--- config.mk ---
export PLATFORM = sky130hd
export DESIGN_NAME = serial_subtractor_ctrl
export DESIGN_NICKNAME = d
export VERILOG_FILES = /design/src/rtl/serial_subtractor_ctrl.sv
export SDC_FILE = /design/constraint.sdc
export NUM_CORES = 1
export LEC_CHECK = 0
export CORE_MARGIN = 8
export CORE_UTILIZATION = 45
export DETAILED_ROUTE_END_ITERATION = 8
export GPL_TIMING_DRIVEN = 0
export PLACE_DENSITY = 0.83
export SLEW_MARGIN = 5
export SYNTH_ARGS = -nofsm -noshare
export SYNTH_HDL_FRONTEND = slang
export SYNTH_SLANG_ARGS = --single-unit
--- constraint.sdc ---
create_clock -name clk -period 1.46 [get_ports clk]
set_input_delay 0.219 -clock clk [delete_from_list [all_inputs] [get_ports clk]]
set_output_delay 0.219 -clock clk [all_outputs]
set_load 0.03 [all_outputs]
--- src/rtl/serial_subtractor_ctrl.sv ---
// Bit-serial subtractor: one full-subtractor cell reused LSB first over WIDTH cycles.
// Three-state control (IDLE -> RUN -> DONE -> IDLE); D/bn hold the last completed result.
module serial_subtractor_ctrl #(
  parameter int unsigned WIDTH = 8
) (
  input  logic             clk,
  input  logic             rst,
  input  logic             start,
  input  logic [WIDTH-1:0] A,
  input  logic [WIDTH-1:0] B,
  input  logic             b,
  output logic             ready,
  output logic             busy,
  output logic             done,
  output logic [WIDTH-1:0] D,
  output logic             bn
);

  localparam int unsigned CW = $clog2(WIDTH + 1);

  typedef enum logic [1:0] {
    StIdle,
    StRun,
    StDone
  } state_e;

  state_e state_q, state_d;

  logic [WIDTH-1:0] a_q;
  logic [WIDTH-1:0] b_q;
  // Holds the low WIDTH-1 result bits; the final (MSB) bit goes straight into D.
  logic [WIDTH-2:0] res_q;
  logic             br_q;
  logic [CW-1:0]    cnt_q;

  logic bit_a, bit_b, diff_bit, br_next, last_bit;

  // Full-subtractor cell applied to the current operand LSBs.
  always_comb begin
    bit_a    = a_q[0];
    bit_b    = b_q[0];
    diff_bit = bit_a ^ bit_b ^ br_q;
    br_next  = (~bit_a & bit_b) | (~(bit_a ^ bit_b) & br_q);
    last_bit = (cnt_q == CW'(WIDTH - 1));
  end

  // State register.
  always_ff @(posedge clk or posedge rst) begin
    if (rst) begin
      state_q <= StIdle;
    end else begin
      state_q <= state_d;
    end
  end

  // Next-state logic and state-decoded status outputs.
  always_comb begin
    state_d = state_q;
    ready   = 1'b0;
    busy    = 1'b0;
    done    = 1'b0;
    unique case (state_q)
      StIdle: begin
        ready = 1'b1;
        if (start) state_d = StRun;
      end
      StRun: begin
        busy = 1'b1;
        if (last_bit) state_d = StDone;
      end
      StDone: begin
        done    = 1'b1;
        state_d = StIdle;
      end
      default: state_d = StIdle;
    endcase
  end

  // Operand shifters, borrow, bit counter and result registers.
  always_ff @(posedge clk or posedge rst) begin
    if (rst) begin
      a_q   <= '0;
      b_q   <= '0;
      res_q <= '0;
      br_q  <= 1'b0;
      cnt_q <= '0;
      D     <= '0;
      bn    <= 1'b0;
    end else begin
      unique case (state_q)
        StIdle: begin
          if (start) begin
            a_q   <= A;
            b_q   <= B;
            br_q  <= b;
            cnt_q <= '0;
          end
        end
        StRun: begin
          a_q   <= a_q >> 1;
          b_q   <= b_q >> 1;
          br_q  <= br_next;
          cnt_q <= cnt_q + CW'(1);
          res_q <= (WIDTH-1)'({diff_bit, res_q} >> 1);
          if (last_bit) begin
            D  <= {diff_bit, res_q};
            bn <= br_next;
          end
        end
        default: ;
      endcase
    end
  end

endmodule

==> results of run 1 <==
[critical path, stage by stage (launching register included)]
cell and delay, ns:
dfrtp_2 0.45, buf_6 0.12, and2b_1 0.18, buf_6 0.13, buf_6 0.13
[stage by stage]
step / instance area (sq um) / hold WS (ns) / util / std cells / power (mW)
6_report: 2230 / 0.3293 / 0.6231 / 233 / 4.353
5_1_grt: 2230 / 0.3731 / 0.6231 / 233 / 4.648
4_1_cts: 2197 / 0.3473 / 0.6140 / 233 / 4.303
3_5_place_dp: 2013 / 0.4701 / 0.5626 / 215 / 3.561
3_3_place_gp: 2013 / 0.4630 / 0.5626 / 215 / 3.458
2_1_floorplan: 1643 / 0.3805 / - / 136 / 2.952
[cell type report]
| type | count | area (sq um) |
|---|---|---|
| inverter | 5 | 18.77 |
| fill | 317 | 1349 |
| sequential | 39 | 977.2 |
| buffer | 9 | 67.56 |
| tap | 48 | 60.06 |
| clock buffer | 7 | 45.04 |
| multi-input combinational | 83 | 674.4 |
| timing repair buffer | 41 | 381.6 |
| clock inverter | 1 | 5.005 |
[power by group through the flow]
| stage | Sequential (mW) | Combinational (mW) | Clock [mW] |
|---|---|---|---|
| after floorplan | 2.00 | 0.954 | 0 |
| after global placement | 1.79 | 1.67 | 0 |
| after detailed placement | 1.83 | 1.73 | 0 |
| after CTS | 1.80 | 1.96 | 0.540 |
| after global routing | 1.88 | 2.16 | 0.608 |
| final | 1.83 | 2.00 | 0.527 |
[routing by layer]
| metal | vias up | routed length, um | track usage |
|---|---|---|---|
| li1 | 580 | - | - |
| met1 | 617 | 1513 | 0.1392 |
| met2 | 51 | 1924 | 0.2228 |
| met3 | 5 | 272 | 0.05660 |
| met4 | 0 | 39 | 0.03846 |
| met5 | - | 0 | 0 |
[state kept, by name, indices dropped and copies added (netlist names)]
register,flops
D,8
a_q,8
b_q,8
res_q,7
cnt_q,4
state_q,2
bn,1
br_q,1
[worst max-delay path by stage]
stage | to | cells past startpoint | from | slack (ns)
after CTS | done | 4 | state_q[0] | -0.12
after global placement | b_q[6] | 2 | rst | -0.38
after detailed placement | ready | 3 | state_q[0] | -0.37
after floorplan | D[0] | 5 | cnt_q[0] | 0.04
final | busy | 4 | state_q[0] | -0.11
after global routing | busy | 4 | state_q[0] | -0.17
[cell families after synthesis]
kind of cell / count (synthesis) / synth area share
muxes: 18 / 0.1219
buffers and inverters: 14 / 0.03732
and+or+nand+nor: 25 / 0.07464
DFF: 39 / 0.5941
AOI/OAI and AO/OA: 38 / 0.1523
adders and majority gates: 2 / 0.01980
[synth_stat cells, drive strengths merged]
| library cell | n | area, sq um |
|---|---|---|
| a21oi | 3 | 15.01 |
| a22o | 2 | 17.52 |
| a22oi | 13 | 97.59 |
| a31oi | 1 | 6.260 |
| a32o | 2 | 20.02 |
| a41oi | 1 | 8.760 |
| and2b | 1 | 7.510 |
| and3b | 1 | 8.760 |
| buf | 5 | 27.53 |
| clkbuf | 4 | 15.01 |
| dfrtp | 39 | 975.9 |
| fa | 1 | 20.02 |
| ha | 1 | 12.51 |
| inv | 5 | 18.77 |
| mux2 | 16 | 180.2 |
| mux2i | 2 | 20.02 |
| nand2 | 15 | 56.30 |
| nand2b | 1 | 6.260 |
| nand3 | 1 | 5.000 |
| nor2 | 2 | 7.510 |
| nor2b | 3 | 18.77 |
| nor3b | 1 | 12.51 |
| o21ai | 13 | 65.06 |
| o21bai | 1 | 7.510 |
| o22ai | 2 | 12.51 |
[what timing repair did]
item,4_1_cts,5_1_grt
hold buffers,0,0
pin swaps,1,2
buffers inserted,9,0
cloned,1,0
endpoints found under the setup margin,20,20
gates resized for setup,51,10
==> metrics.md, run 1 <==
| Metric | Value |
|---|---|
| PortBufs | 31 |
| Syn Inst Count | approximately 140 |
| CTS Sinks | 39 |
| Max-slew headroom | 0.4905 |
| Setup Skew | 0.007916 ns |
| R2R Path Start | state_q[0] |
| Max_cap viols | 0 |
| Power Dens Cells | 1952 nW/um^2 |
| Layout area overhead | 35.72% |
| Initial antenna violation count | 0 |
| CP arrival | between 1 and 1.5 ns |
| Vias in the first global route | roughly 1300 |
| Syn Area/Cell | roughly 12 sq um |
| Drt pass-1 iters | 5 |
| GPL Wtd Cong | approximately 0.8 |
| Later-pin clock latency in the skew report | roughly 0.35 ns |
| DRC Markers | 0 |
| Max Transition Viols Final | 0 |
| Placement Setup Slack | -0.3735 ns |
| Largest net degree at the start of global routing | 40 |
| Drt total wl | around 3700 um |
| Root Driver | clkbuf_4 |
| RSZ-0062 raised after global routing | true |
| Reg2Reg Depth | 5 |
| Max FO, Critical Path | 4 |
| Worst-path clk slew | 0.11 ns |
| Setup crit end kind | output pin |
| Reg-to-reg endpoint | D[3] |
| WL/cell | 16.09 um |
| First-pass GRT wire length | around 6000 um |
| Sw Pwr | 1.617 mW |
| Die X | 76.42 um |
| Minimum clock period | about 1.6 ns |
| Congestion Overflow GR | 0 |
| Yosys reg bits | 39 |
| Drt first-iter violations | 94 |
| DR vias | between 1000 and 1500 |
| Worst setup margin | -0.1130 ns |
| Critical path required time | around 1.2 ns |
| Synthesis Warnings | 0 |
| Reg-to-reg setup timing slack | -0.06 ns |
| Final HPWL DP | 2509 um |
| P_leak | 0.9930 nW |
| Most frequent cells in the layout | dfrtp_1, clkdlybuf4s50_1, nand2_1, a22oi_1, o21ai_0 |
| Comb power frac | 0.459 |
| Die Y | roughly 76 um |
| Seq/Total Area, Yosys | 0.5941 |
| Initial Utilization | 0.4591 |
| Tcrit/Tclk final | 1.077 |
| Crit start category | register |
| H-tree Lvls | 2 |
| Distinct cells, synth | 26 |
| Hold crit path type | primary input to asynchronous set/reset pin |
| Layout Nets | just over 200 |
| Sequential Power Share | 0.420 |
| Clk pwr share | 0.121 |
| Num CTS Buffers | 5 |
| Syn_nets | about 160 |
| Total track usage | 0.1293 |
| Core Area | approximately 3600 sq um |
| Inserted Diodes | 0 |
| Setup Crit Path Kind | register to output pin |
| Die area | slightly below 6000 sq um |
| Max Root-Sink Buffers | 2 |
| Hold Fails Final Rpt | 0 |
| Max Freq | between 0.6 and 0.7 GHz |
| Post-route ant nets | 0 |
| Via density | around 5.4 |
| Internal | approximately 2.7 mW |
| VDD IR-drop max | around 0.00083 V |
| Slew @ Worst Pin | 0.7631 ns |
| Most common cell after layout, fill and taps aside | dfrtp_1 |
| # rows | 22 |
| # setup viols final | 13 |
| Failing checks | negative setup slack |
| Fraction of layout cells with a size suffix above 1 | 0.2757 |
| CTS tree | done |
| # IOs | 32 |
| Sw Ratio | 0.3714 |
| Status | finished, violations left |
| Area of the mapped netlist | about 1600 sq um |
| Setup TNS | -0.7500 ns |
(Power assumes the default switching activity.)
==> run 2, diff against run 1 <==
--- a/config.mk
+++ b/config.mk
@@ -6,10 +6,12 @@
 export NUM_CORES = 1
 export LEC_CHECK = 0
 export CORE_MARGIN = 8
-export CORE_UTILIZATION = 45
+export CORE_UTILIZATION = 55
+export CTS_CLUSTER_SIZE = 14
 export DETAILED_ROUTE_END_ITERATION = 8
+export DONT_BUFFER_PORTS = 1
 export GPL_TIMING_DRIVEN = 0
-export PLACE_DENSITY = 0.83
+export PLACE_DENSITY = 0.82
 export SLEW_MARGIN = 5
 export SYNTH_ARGS = -nofsm -noshare
 export SYNTH_HDL_FRONTEND = slang
==> metrics.md, run 2 (synthesis gave the netlist of run 1 again) <==
| Metric | Value |
|---|---|
| Worst setup margin | -0.03760 ns |
| P_leak | slightly below 0.9 nW |
| Vias in the first global route | about 1300 |
| Final core occ | 0.6716 |
| # IOs | 32 |
| Status | finished, violations left |
| H-tree Lvls | 2 |
| Num CTS Buffers | 5 |
| Later-pin clock latency in the skew report | roughly 0.34 ns |
| # rows | 20 |
| Layout Nets | between 150 and 200 |
| Critical path required time | between 1.5 and 2 ns |
| CTS tree | done |
| # setup viols final | 8 |
| Most common cell after layout, fill and taps aside | dfrtp_1 |
| Post-route ant nets | 0 |
| Setup Crit Path Kind | register to register |
| Congestion Overflow GR | 0 |
| Multi-input gate area | 669.4 sq um |
| DR vias | between 1000 and 1500 |
| Hold slack | approximately 0.035 ns |
| CTS Sinks | 39 |
| Drt total wl | around 3600 um |
| Die area | roughly 5000 sq um |
| PortBufs | 0 |
| WL/cell | between 15 and 20 um |
| Drt first-iter violations | 50 |
| Most frequent cells in the layout | dfrtp_1, buf_4, nand2_1, a22oi_1, o21ai_0 |
| Hold crit path type | primary input to register |
| DP Area | 1684 sq um |
| Worst-path clk slew | between 0.1 and 0.15 ns |
| Setup Skew | around 0.013 ns |
| Max_cap viols | 0 |
| Final HPWL DP | about 2400 um |
| Power Dens Cells | around 2200 nW/um^2 |
| First-pass GRT wire length | ~6100 um |
| # fillers | 244 |
| Max-slew headroom | 0.4751 |
| FF/Latch Area | a little under 1000 sq um |
| Core Area | between 2000 and 3000 sq um |
| DRC Markers | 0 |
| Layout area overhead | 20.72% |
| Max Root-Sink Buffers | 2 |
| Setup crit end kind | register |
| CP arrival | roughly 1.7 ns |
| GPL Wtd Cong | around 0.72 |
| Max Transition Viols Final | 0 |
| Die Y | between 70 and 80 um |
| Hold Fails Final Rpt | 0 |
| Drt pass-1 iters | 4 |
| Initial Utilization | 0.5564 |
| Setup TNS | -0.1767 ns |
| Largest net degree at the start of global routing | 40 |
| Crit start category | register |
| Die X | roughly 71 um |
| Hold Startpoint | start |
| Setup crit start | state_q[1] |
| Largest regs | D (8), a_q (8), b_q (8) |
| Fraction of layout cells with a size suffix above 1 | 0.3481 |
| RSZ-0062 raised after global routing | true |
| Max Freq | 0.6677 GHz |
| Inserted Diodes | 0 |
| Failing checks | negative setup slack |
| Finished Cell Area | 1983 sq um |
| Initial antenna violation count | 0 |
| Tcrit/Tclk final | 1.026 |
| R2R Path Start | state_q[1] |
| Root Driver | clkbuf_4 |
| Total track usage | 0.1513 |
| Slew @ Worst Pin | approximately 0.79 ns |
| VDD IR-drop max | approximately 0.001 V |
| Via density | between 6 and 7 |
| Max FO, Critical Path | 5 |
| Minimum clock period | 1.498 ns |
[run 2: routing by layer]
layer	global-route usage	share of wire
met5	0	0
met4	0.04157	0.0081
met3	0.07062	0.079
met2	0.2505	0.50
met1	0.1706	0.41
[run 2: worst max-delay path, stage by stage (launching register included)]
cell and delay (ns):
dfrtp_1 0.42, and2b_2 0.25, nor3b_4 0.24, buf_6 0.17
mux2_4 0.30
[run 2: area by class of cell]
type	count	share of cell area
Buffer	9	0.03975
Timing Repair Buffer	15	0.06183
Multi-Input combinational cell	83	0.3375
Clock buffer	5	0.01893
Sequential cell	39	0.4927
Inverter	5	0.009464
Clock inverter	2	0.01893
Tap cell	33	0.02082
[run 2: worst paths after layout]
path / endpoint / slack [ns] / cells after the start
max: D[6] / -0.04 / 4
min: b_q[7] / 0.04 / 1
max reg2reg: D[6] / -0.04 / 4
min reg2reg: b_q[1] / 0.50 / 2
max in group asynchronous: state_q[0] / 0.44 / 2
min in group asynchronous: bn / 0.47 / 2
[run 2: timing repair]
item / 4_1_cts / 5_1_grt
resized for setup: 22 / 14
hold buffers: 1 / 0
endpoints found under the hold margin: 39 / 0
endpoints found under the setup margin: 19 / 29
setup buffers: 9 / 3
pin swaps: 3 / 1
gates cloned: 1 / 1
[run 2: power breakdown]
group / switching [mW] / internal (mW) / total, mW / leakage [nW]
clock: 0.349 / 0.351 / 0.700 / 0.0373
combinational: 0.689 / 0.902 / 1.59 / 0.357
sequential: 0.549 / 1.52 / 2.07 / 0.491
[run 2: stage by stage]
step / setup slack [ns] / power (mW) / std cells
2_1_floorplan: 0.04306 / 2.952 / 136
6_report: -0.03760 / 4.362 / 191
5_1_grt: -0.09232 / 4.645 / 191
3_3_place_gp: -0.1095 / 3.137 / 169
3_5_place_dp: -0.1390 / 3.269 / 169
4_1_cts: -0.01352 / 4.240 / 187
==> run 3, diff against run 2 <==
--- a/config.mk
+++ b/config.mk
@@ -6,12 +6,12 @@
 export NUM_CORES = 1
 export LEC_CHECK = 0
 export CORE_MARGIN = 8
-export CORE_UTILIZATION = 55
+export CORE_UTILIZATION = 60
 export CTS_CLUSTER_SIZE = 14
 export DETAILED_ROUTE_END_ITERATION = 8
 export DONT_BUFFER_PORTS = 1
 export GPL_TIMING_DRIVEN = 0
-export PLACE_DENSITY = 0.82
+export PLACE_DENSITY = 0.85
 export SLEW_MARGIN = 5
 export SYNTH_ARGS = -nofsm -noshare
 export SYNTH_HDL_FRONTEND = slang
==> constraint.sdc (replaced) <==
create_clock -name clk -period 1.4 [get_ports clk]
set_input_delay 0.21 -clock clk [delete_from_list [all_inputs] [get_ports clk]]
set_output_delay 0.21 -clock clk [all_outputs]
set_load 0.03 [all_outputs]
==> metrics.md, run 3 (synthesis gave the netlist of run 1 again) <==
| Metric | Value |
|---|---|
| Sw Ratio | 0.3715 |
| Total track usage | 0.1756 |
| Drt pass-1 iters | 4 |
| Largest net degree at the start of global routing | 40 |
| Most frequent cells in the layout | dfrtp_1, nand2_1, a22oi_1, o21ai_0, buf_4 |
| Later-pin clock latency in the skew report | about 0.34 ns |
| Layout Nets | about 180 |
| Worst path buffer plus inverter count | 2 |
| P_leak | 0.8966 nW |
| Status | finished, violations left |
| FF/Latch Area | about 1000 sq um |
| Die Y | between 60 and 70 um |
| CP arrival | 1.29 ns |
| Num CTS Buffers | 5 |
| PortBufs | 0 |
| Max-slew headroom | 0.4748 |
| Core Area | about 2700 sq um |
| Root Driver | clkbuf_4 |
| Initial Utilization | 0.6116 |
| Power Dens Cells | about 2300 nW/um^2 |
| Max Root-Sink Buffers | 2 |
| Drt first-iter violations | 65 |
| Failing checks | negative setup slack |
| VDD IR-drop max | 0.001785 V |
| Crit start category | register |
| First-pass GRT wire length | about 6000 um |
| Final core occ | 0.7466 |
| Max_cap viols | 0 |
| Crit path top cell by count | buf_12 |
| Congestion Overflow GR | 0 |
| CP max stage cell | dfrtp_2 |
| Sw Pwr | about 1.7 mW |
| Setup TNS | -0.7378 ns |
| Largest regs | D (8), a_q (8), b_q (8) |
| Setup Crit Path Kind | register to output pin |
| # rows | 19 |
| Post-Place Cells | around 170 |
| CTS Sinks | 39 |
| Worst path top cell family by delay | flip-flops |
| DRC Markers | 0 |
| Worst setup margin | -0.1044 ns |
| Minimum clock period | 1.504 ns |
| Setup Skew | about 0.0083 ns |
| H-tree Lvls | 2 |
| Via density | ~6 |
| Tcrit/Tclk final | 1.075 |
| Met1 usage | 0.2103 |
| WL/cell | 19.34 um |
| Inserted Diodes | 0 |
| Finished Cell Area | 2006 sq um |
| RSZ-0062 raised after global routing | true |
| # fillers | 187 |
| Max Transition Viols Final | 0 |
| Clk pwr share | 0.143 |
| Worst-path clk slew | 0.11 ns |
| DR vias | about 1200 |
| Layout area overhead | 22.09% |
| Non-filler cells, final | roughly 190 |
| DP Area | roughly 1700 sq um |
| Initial antenna violation count | 0 |
| Slew @ Worst Pin | 0.7866 ns |
| Critical path required time | 1.19 ns |
| Max FO, Critical Path | 5 |
| Max incr delay on CP | ~0.45 ns |
| Hold crit path type | primary input to register |
| # IOs | 32 |
| Setup crit end kind | output pin |
| Busiest layer in global routing | met2 |
| Fraction of layout cells with a size suffix above 1 | 0.3418 |
| Comb power frac | 0.376 |
| Vias in the first global route | roughly 1200 |
| Most common cell after layout, fill and taps aside | dfrtp_1 |
| Post-route ant nets | 0 |
| Met2 usage | 0.2708 |
| Critical-path cell list | and2b_2 > buf_12 > buf_12 |
| Die area | 4668 sq um |
| Sequential Power Share | 0.481 |
| Final HPWL DP | ~2400 um |
| Hold Fails Final Rpt | 0 |
| Global Route met3 Usage | 0.08347 |
| Placement Setup Slack | -0.1829 ns |
| Multi-input gate area | 688.2 sq um |
| Die X | 68.33 um |
| GPL Wtd Cong | ~0.76 |
| Max Freq | between 0.6 and 0.7 GHz |
| Drt total wl | ~3700 um |
| # setup viols final | 10 |
| Internal | approximately 2.9 mW |
| CTS tree | done |
## run 3: power by group through the flow
stage | sequential (mW) | combinational, mW | clock, mW
after detailed placement | 2.19 | 1.21 | 0
after global placement | 2.16 | 1.12 | 0
final | 2.19 | 1.71 | 0.652
after floorplan | 2.09 | 1.00 | 0
after CTS | 2.15 | 1.42 | 0.657
after global routing | 2.26 | 1.89 | 0.719
## run 3: final timing paths
check,slack (ns),to,cells after the start,start
min,0.04,a_q[7],1,start
max reg2reg,-0.08,D[6],4,state_q[1]
max in group asynchronous,0.39,state_q[0],2,rst
min in group asynchronous,0.46,res_q[2],2,rst
min reg2reg,0.50,b_q[2],2,b_q[2]
max,-0.10,busy,3,state_q[0]
## run 3: what timing repair did
item                                    4_1_cts  5_1_grt
hold endpoints to repair                     39        0
setup buffers                                 5        6
gates cloned                                  1        1
endpoints found under the setup margin       26       23
resized for setup                            17       26
pin swaps                                     1        3
hold buffers                                  1        0
## run 3: routing by layer
layer | vias up | share of wire | wire [um]
li1 | 526 | - | -
met1 | 589 | 0.39 | 1441
met2 | 33 | 0.52 | 1906
met3 | 6 | 0.070 | 255
met4 | 0 | 0.014 | 52
met5 | - | 0 | 0
## run 3: through the flow
stage               hold slack, ns  power, mW
global route              0.006872      4.873
detailed placement          0.2802      3.404
finish                     0.04363      4.557
CTS                        0.03189      4.233
floorplan                   0.3715      3.090
global placement            0.3762      3.279
## run 3: final cells by class
cell class | instances | share of cell area
Inverter | 5 | 0.009357
Tap cell | 31 | 0.01934
Clock buffer | 8 | 0.03431
Sequential cell | 39 | 0.4872
Buffer | 9 | 0.04429
Multi-Input combinational cell | 83 | 0.3431
Timing Repair Buffer | 14 | 0.06238
